File: config.mk
export PLATFORM = sky130hd
export DESIGN_NAME = grf_write_port
export DESIGN_NICKNAME = d
export VERILOG_FILES = /design/src/rtl/grf_write_port.sv
export SDC_FILE = /design/constraint.sdc
export NUM_CORES = 1
export LEC_CHECK = 0
export ABC_AREA = 1
export BUFFER_PORTS_ARGS = -buffer_cell sky130_fd_sc_hd__buf_2
export CORE_UTILIZATION = 48
export DETAILED_ROUTE_END_ITERATION = 12
export PLACE_DENSITY = 0.68
export SETUP_SLACK_MARGIN = 0.5
export SKIP_LAST_GASP = 1
export SYNTH_ARGS = -nofsm -noshare
export SYNTH_HDL_FRONTEND = slang
export SYNTH_SLANG_ARGS = --single-unit
export TNS_END_PERCENT = 100
File: constraint.sdc
create_clock -name clk -period 6.8 [get_ports clk]
set_clock_uncertainty 0.15 [all_clocks]
set_input_delay 0 -clock clk [delete_from_list [all_inputs] [get_ports clk]]
set_output_delay 0 -clock clk [all_outputs]
set_load 0.05 [all_outputs]
File: src/rtl/grf_write_port.sv
// grf_write_port: single GRF write port shared by two sources.
// A pipeline writeback always wins the port. Multiply/divide results wait in a
// small FIFO and drain on cycles with no writeback. A buffered entry whose
// destination gets a newer writeback is killed and later leaves as a bubble.
// The hazard unit can ask whether a register still has a live buffered write.
module grf_write_port #(
  parameter int DEPTH = 4
) (
  input  logic        clk,
  input  logic        reset,
  input  logic        wb_we,
  input  logic [4:0]  wb_addr,
  input  logic [31:0] wb_data,
  input  logic [31:0] wb_pc,
  input  logic        mdu_valid,
  output logic        mdu_ready,
  input  logic [4:0]  mdu_addr,
  input  logic [31:0] mdu_data,
  input  logic [31:0] mdu_pc,
  input  logic [4:0]  q1_addr,
  input  logic [4:0]  q2_addr,
  output logic        q1_busy,
  output logic        q2_busy,
  output logic [4:0]  A3,
  output logic [31:0] WriteData,
  output logic        RegWrite,
  output logic [31:0] pc
);

  localparam int AW = $clog2(DEPTH);
  localparam int CW = AW + 1;
  localparam logic [CW-1:0] DEPTH_C = CW'(DEPTH);

  // FIFO storage, one slot per entry
  logic [DEPTH-1:0] live_r;
  logic [4:0]       addr_r [DEPTH];
  logic [31:0]      data_r [DEPTH];
  logic [31:0]      pc_r   [DEPTH];

  logic [AW-1:0]    rd_ptr_r;
  logic [AW-1:0]    wr_ptr_r;
  logic [CW-1:0]    count_r;

  // Output register
  logic [4:0]       a3_r;
  logic [31:0]      write_data_r;
  logic             reg_write_r;
  logic [31:0]      pc_out_r;

  // Per-cycle control
  logic             wb_slot_s;
  logic             mdu_ready_s;
  logic             push_s;
  logic             pop_s;
  logic             head_live_s;
  logic [DEPTH-1:0] in_range_s;
  logic [DEPTH-1:0] kill_s;
  logic             q1_busy_s;
  logic             q2_busy_s;

  // Arbitration: writeback owns the port, otherwise the FIFO head drains.
  // Readiness comes from the registered count, so a full FIFO refuses a push
  // even on the cycle it pops.
  always_comb begin
    wb_slot_s   = 1'b0;
    mdu_ready_s = 1'b0;
    push_s      = 1'b0;
    pop_s       = 1'b0;
    head_live_s = live_r[rd_ptr_r];
    if (wb_we && (wb_addr != 5'd0)) begin
      wb_slot_s = 1'b1;
    end else begin
      wb_slot_s = 1'b0;
    end
    if (count_r < DEPTH_C) begin
      mdu_ready_s = 1'b1;
    end else begin
      mdu_ready_s = 1'b0;
    end
    // A handshake to $0 completes but stores nothing
    if (mdu_valid && mdu_ready_s && (mdu_addr != 5'd0)) begin
      push_s = 1'b1;
    end else begin
      push_s = 1'b0;
    end
    if (!wb_slot_s && (count_r != {CW{1'b0}})) begin
      pop_s = 1'b1;
    end else begin
      pop_s = 1'b0;
    end
  end

  // Occupancy per physical slot: distance from the read pointer below count
  always_comb begin
    in_range_s = {DEPTH{1'b0}};
    for (int i = 0; i < DEPTH; i++) begin
      in_range_s[i] = ({1'b0, (AW'(i) - rd_ptr_r)} < count_r);
    end
  end

  // Kill mask: a writeback supersedes every older buffered write to its register
  always_comb begin
    kill_s = {DEPTH{1'b0}};
    for (int i = 0; i < DEPTH; i++) begin
      kill_s[i] = wb_slot_s && (addr_r[i] == wb_addr);
    end
  end

  // Scoreboard: a query hits when a live occupied entry targets that nonzero register
  always_comb begin
    q1_busy_s = 1'b0;
    q2_busy_s = 1'b0;
    for (int i = 0; i < DEPTH; i++) begin
      q1_busy_s = q1_busy_s | (in_range_s[i] && live_r[i] &&
                               (addr_r[i] == q1_addr) && (q1_addr != 5'd0));
      q2_busy_s = q2_busy_s | (in_range_s[i] && live_r[i] &&
                               (addr_r[i] == q2_addr) && (q2_addr != 5'd0));
    end
  end

  // FIFO state: kills, pop, push and occupancy count
  always_ff @(posedge clk or negedge reset) begin
    if (!reset) begin
      live_r   <= {DEPTH{1'b0}};
      rd_ptr_r <= {AW{1'b0}};
      wr_ptr_r <= {AW{1'b0}};
      count_r  <= {CW{1'b0}};
      for (int i = 0; i < DEPTH; i++) begin
        addr_r[i] <= 5'd0;
        data_r[i] <= 32'd0;
        pc_r[i]   <= 32'd0;
      end
    end else begin
      // Kills apply only to entries already stored; a same-edge push is
      // written afterwards and is younger than the writeback.
      for (int i = 0; i < DEPTH; i++) begin
        if (kill_s[i]) begin
          live_r[i] <= 1'b0;
        end
      end
      if (pop_s) begin
        live_r[rd_ptr_r] <= 1'b0;
        rd_ptr_r         <= rd_ptr_r + AW'(1);
      end
      if (push_s) begin
        live_r[wr_ptr_r] <= 1'b1;
        addr_r[wr_ptr_r] <= mdu_addr;
        data_r[wr_ptr_r] <= mdu_data;
        pc_r[wr_ptr_r]   <= mdu_pc;
        wr_ptr_r         <= wr_ptr_r + AW'(1);
      end
      case ({push_s, pop_s})
        2'b10:   count_r <= count_r + CW'(1);
        2'b01:   count_r <= count_r - CW'(1);
        default: count_r <= count_r;
      endcase
    end
  end

  // Output register: writeback, else live head, else bubble holding old fields
  always_ff @(posedge clk or negedge reset) begin
    if (!reset) begin
      a3_r         <= 5'd0;
      write_data_r <= 32'd0;
      reg_write_r  <= 1'b0;
      pc_out_r     <= 32'd0;
    end else if (wb_slot_s) begin
      a3_r         <= wb_addr;
      write_data_r <= wb_data;
      reg_write_r  <= 1'b1;
      pc_out_r     <= wb_pc;
    end else if (pop_s && head_live_s) begin
      a3_r         <= addr_r[rd_ptr_r];
      write_data_r <= data_r[rd_ptr_r];
      reg_write_r  <= 1'b1;
      pc_out_r     <= pc_r[rd_ptr_r];
    end else begin
      reg_write_r  <= 1'b0;
    end
  end

  assign mdu_ready = mdu_ready_s;
  assign q1_busy   = q1_busy_s;
  assign q2_busy   = q2_busy_s;
  assign A3        = a3_r;
  assign WriteData = write_data_r;
  assign RegWrite  = reg_write_r;
  assign pc        = pc_out_r;

endmodule

Word-level counts from Yosys, hierarchy flattened
Cells that the tools add are included.
{ "totals": {"reg_bits": 357, "input_bits": 152, "output_inout_bits": 73, "wordCells": 146} }
{ "classes": {"add_sub_neg": 8, "magnitude_cmp": 12, "n_eq_ne": 14, "muxes": 41, "bitwise": 11, "n_reduce_logical": 40} }
{ "ops": {"columns": ["cell", "n"], "rows": [
  ["$mux 32", 9],
  ["$bwmux 128", 2],
  ["$bmux 32 s2", 2],
  ["$demux 32 s2", 1],
  ["$eq 5x5->1", 12],
  ["$logic_and 1x1->1", 32],
  ["$mux 5", 5],
  ["$bwmux 20", 1],
  ["$reduce_bool 5->1", 4],
  ["$mux 1", 13],
  ["$lt 2x3->1", 4],
  ["$bmux 5 s2", 1],
  ["$demux 5 s2", 1],
  ["$mux 4", 2],
  ["$ge 3x3->1 const B", 2],
  ["$lt 2x3->1 const B", 2],
  ["$not 2->3", 2],
  ["$or 1x1->1", 6],
  ["$pmux 3 s2", 1],
  ["$add 2x1->2 const B", 2],
  ["$and 4x4->4", 1],
  ["$demux 1 s2", 2],
  ["$ge 2x1->1 const B", 2],
  ["$not 4->4", 1],
  ["13 further kinds", 16]
]} }

Longest topological paths before layout
{ "logic_depth": {"word_depth": 9, "mapped_depth": 15, "depth_no_buf": 13} }

Least setup slack after synthesis
OpenSTA, ideal clock, no wires.
{ "synth_timing": {"path_type": "flip-flop to output port", "startpoint": "reg rd_ptr_r[1]", "endpoint": "out q1_busy", "arrival_ns": 2.653, "t_required_ns": 6.650, "slack_ns": 3.997, "stages_incl_launch_ff": 16, "path_buffers": 2, "path_cell_list": "dfrtp_1 -> buf_2 -> inv_2 -> clkbuf_1 -> ha_1 -> inv_1 -> ha_1 -> inv_1 -> nor2_1 -> nand2_1 -> nand2_1 -> nor2_1 -> nand3_1 -> nand2_1 -> nor2_1 -> nor2_1"} }
{ "synth_via": {"elab_chain_len": 8, "elab_cells_between_ends": 23, "classes_between": "4 x add/sub; 4 x order compare; 3 x bitwise; 12 x reduce/logical"} }
{ "synth_lines": {"columns": ["item", "line", "text"], "rows": [
  ["start, declared", "40", "logic [AW-1:0] rd_ptr_r;"],
  ["start signal, assigned", "125", "rd_ptr_r <= {AW{1'b0}};"],
  ["start signal, assigned", "143", "rd_ptr_r <= rd_ptr_r + AW'(1);"],
  ["$sub 1x2->2", "97", "in_range_s[i] = ({1'b0, (AW'(i) - rd_ptr_r)} < count_r);"],
  ["$lt 2x3->1", "97", null],
  ["$logic_and 1x1->1 (2 in a row)", "114", "q1_busy_s = q1_busy_s | (in_range_s[i] && live_r[i] &&"],
  ["$logic_and 1x1->1", "115", "(addr_r[i] == q1_addr) && (q1_addr != 5'd0));"],
  ["$or 1x1->1 (2 in a row)", "114", null],
  ["$or 1x1->1 (*)", "114", null],
  ["end, declared", "22", "output logic q1_busy,"]
]} }
Every way passes the cells marked *; elsewhere a longest branch is shown, timed or not.

Worst setup path after layout
{ "layout_timing": {"startpoint": "reg rd_ptr_r[1]", "endpoint": "out q2_busy"} }
{ "layout_via": {"elab_chain_len": 8, "elab_cells_between_ends": 23, "classes_between": "4 x add/sub; 4 x order compare; 3 x bitwise; 12 x reduce/logical"} }
{ "layout_lines": {"columns": ["item", "line", "text"], "rows": [
  ["$sub 1x2->2", "97", null],
  ["$lt 2x3->1", "97", null],
  ["$logic_and 1x1->1 (2 in a row)", "116", "q2_busy_s = q2_busy_s | (in_range_s[i] && live_r[i] &&"],
  ["$logic_and 1x1->1", "117", "(addr_r[i] == q2_addr) && (q2_addr != 5'd0));"],
  ["$or 1x1->1 (2 in a row)", "116", null],
  ["$or 1x1->1 (*)", "116", null],
  ["end, declared", "23", "output logic q2_busy,"]
]} }
Marked as above.

==> flow_summary.json <==
{
  "status": "finished, violations left",
  "violations": "negative hold slack",
  "max_stage_delay_ns": 0.87,
  "nNetsFinal": 2669,
  "syn_to_final_growth_pct": 22.4,
  "core_mm2": 0.0354,
  "fin_cells": 2999,
  "die_w_um": 191,
  "power.share.combinational": 0.406,
  "grt_remaining_overflow": 0,
  "crit_family": "buffers and inverters",
  "netlist.area_leader.share": 0.519,
  "gp_congestion": 0.929,
  "syn_nets": 2402,
  "worstSetupStartpointType": "flip-flop",
  "slew_violations": 0,
  "critPathKind": "reg -> out",
  "synth_top_cell_by_area": "dfrtp_1",
  "crit_path_cell_trace": "inv_2 -> buf_4 -> ha_1 -> inv_1 -> ha_1 -> inv_1 -> nor2_1 -> nand2_1 -> nand2_1 -> nor2_1 -> nand3_1 -> nand2_1 -> nor2_1 -> nor2_1 -> buf_2",
  "grt_pass1_wl_um": 77200,
  "place_hpwl_um": 27300,
  "antenna_found_initial": 5,
  "hold_slack_ns": -0.00599,
  "synth_async_sr_flop_share": 1.00,
  "pwr-share-seq": 0.384,
  "r2r-end": "pc[12]",
  "drtIter0Drc": 1362,
  "max_slew.worst_pin.slew_ns": 1.17,
  "die_h_um": 191,
  "rsz0062_at_grt": "false",
  "portBuffers": 224,
  "crit_top_cell": "nor2_1",
  "syn_area_per_cell_um2": 7.70,
  "synth-edff-count": 0,
  "drive_above_1_share": 0.124,
  "startpoint": "rd_ptr_r[1]",
  "path_clk_slew_ns": 0.06,
  "swShare": 0.438,
  "die_area_mm2": 0.0366,
  "cts_buffers": 38,
  "r2r_slack_ns": 3.01,
  "synth_ff_type": "dfrtp_1",
  "drt_wl_total_um": 47200,
  "rr_startpoint": "rd_ptr_r[0]",
  "holdCritPathClass": "in -> async",
  "initial_core_util": 0.487,
  "p_leak_nw": 10.9,
  "cts_tree": "done",
  "rows": 69,
  "dp_cells": 2783,
  "slowest_stage": "dfrtp_4",
  "clock_path_buffers": 3,
  "rr_worst_depth": 7,
  "io_pins": 225,
  "cts_sinks": 357,
  "drt-wirelength-per-cell_um": 15.7,
  "fillers": 3189,
  "clkPwrFrac": 0.210,
  "switchingPower_w": 0.00439,
  "fin_util": 0.596,
  "ir_drop_mv": 0.284,
  "max_slew_margin": 0.223,
  "end_kind": "output pin",
  "drtAntennaViolNets": 0,
  "clk_latency_ns": 0.53,
  "cts_resized": 0,
  "root_buffer": "clkbuf_16",
  "worst-endpoint-required_ns": 6.65,
  "synth.area.top_cells": "dfrtp_1 52%, nand2_1 20%, nand3_1 8.3%",
  "cp.arrival_ns": 4.28,
  "grtUsageTotal": 0.264,
  "path_buf_inv": 5,
  "netlist_top_cells_count": "911 x nand2_1, 357 x dfrtp_1, 287 x nand3_1",
  "p_per_area_mw_per_mm2": 475,
  "yosys_warnings": 0,
  "crit_fanout": 75,
  "htreeDepth": 2,
  "fin_crit_sh": 0.651,
  "ys_ff_latch": 357,
  "grt_max_degree": 118,
  "fmax_mhz": 226,
  "period_needed_ns": 4.43,
  "intPower_w": 0.00562,
  "synth_cell_types": 23,
  "setup_viol": 0,
  "avgViaCountPerCell": 5.20,
  "grt_pass1_vias": 14905,
  "yosysSeqAreaShare": 0.519,
  "setup_tns_ns": 0,
  "vias": 15598,
  "finalHoldViolations": 2,
  "drv_cap": 0,
  "first_pass_iters": 6,
  "drc_errors": 0,
  "syn_inst": 2236,
  "syn_area_mm2": 0.0172,
  "yosys.cell_count.top_type": "nand2_1"
}
==> kinds of logic (layout without fill, tap and decap cells) <==
| logic type | Yosys count | count (layout) | share of synthesized area |
|---|---|---|---|
| AO/OA/AOI/OAI | 321 | 321 | 0.0936 |
| XOR/XNOR | 27 | 27 | 0.0137 |
| adder cells (fa/ha/maj) | 14 | 14 | 0.0106 |
| AND/OR/NAND/NOR | 1246 | 1246 | 0.295 |
| flip-flops | 357 | 357 | 0.519 |
| other | 0 | 5 | 0 |
| buffers and inverters | 271 | 568 | 0.0687 |
==> layout by cell type (no fill, tap or decap), drive strengths merged <==
master         n
nand4         10
nand2        914
fa             1
nor3           4
clkinv         9
inv          122
diode          5
clkinvlp       2
buf          237
ha            13
nor2          31
o22ai          3
a21oi         14
dfrtp        357
nand3        287
clkbuf        54
o211ai         1
o21ai        303
dlygate4sd3  141
xor2          12
xnor2         15
bufinv         3
==> worst register-to-register path: stages, from the launching register on <==
cell and delay [ns]:
dfrtp_4 0.95, inv_4 0.38, o21ai_1 0.24, nand2_1 0.11, nand2_4 0.70, nand2_4 0.77, nand2_1 0.29, nand2_1 0.08
==> flip-flops by register name (all words and copies together), names as in the netlist <==
signal	flops
A3	5
RegWrite	1
WriteData	32
addr_r	20
count_r	3
data_r	128
live_r	4
pc	32
pc_r	128
rd_ptr_r	2
wr_ptr_r	2
==> what timing repair did <==
action / CTS / global route
hold endpoints to repair: 464 / 0
hold buffers: 141 / 0
setup buffers: 0 / 0
==> power groups by stage <==
| stage | Clock (W) | Combinational (W) | Sequential [W] |
|---|---|---|---|
| global placement | 0 | 0.00390 | 0.00382 |
| finish | 0.00210 | 0.00407 | 0.00384 |
| detailed placement | 0 | 0.00401 | 0.00385 |
| global route | 0.00223 | 0.00459 | 0.00397 |
| floorplan | 0 | 0.00255 | 0.00423 |
| CTS | 0.00215 | 0.00409 | 0.00383 |
==> stage by stage <==
step	cell area, um2	total power, W	worst slack (ns)	hold slack (ns)
floorplan	17200	0.00678	4.00	-0.446
global placement	18400	0.00772	3.04	-0.0269
detailed placement	18400	0.00785	2.98	-0.0188
CTS	21100	0.0101	2.42	0.0460
global route	21100	0.0108	2.24	0.0880
finish	21100	0.0100	2.37	-0.00599
==> layout make-up <==
cell class	instances	area, um2	share of cell area
Multi-Input combinational cell	1608	7180	0.340
Clock inverter	16	183	0.00866
Timing Repair Buffer	378	2640	0.125
Sequential cell	357	8940	0.424
Antenna cell	5	12.5	0.000593
Inverter	120	453	0.0215
Clock buffer	54	1100	0.0522
Tap cell	461	577	0.0274
==> worst max-delay path by stage <==
stage / cells after the start / slack (ns) / to
global route: 15 / 2.24 / q1_busy
global placement: 15 / 3.04 / q1_busy
detailed placement: 15 / 2.98 / q2_busy
floorplan: 15 / 4.00 / q1_busy
finish: 15 / 2.37 / q2_busy
CTS: 15 / 2.42 / q2_busy
==> routing by layer <==
metal,share of wire,track usage,up-vias
li1,-,-,7696
met1,0.45,0.367,7337
met2,0.47,0.429,489
met3,0.058,0.0397,74
met4,0.020,0.0702,2
met5,0.00036,0,-
(Power assumes the default switching activity.)
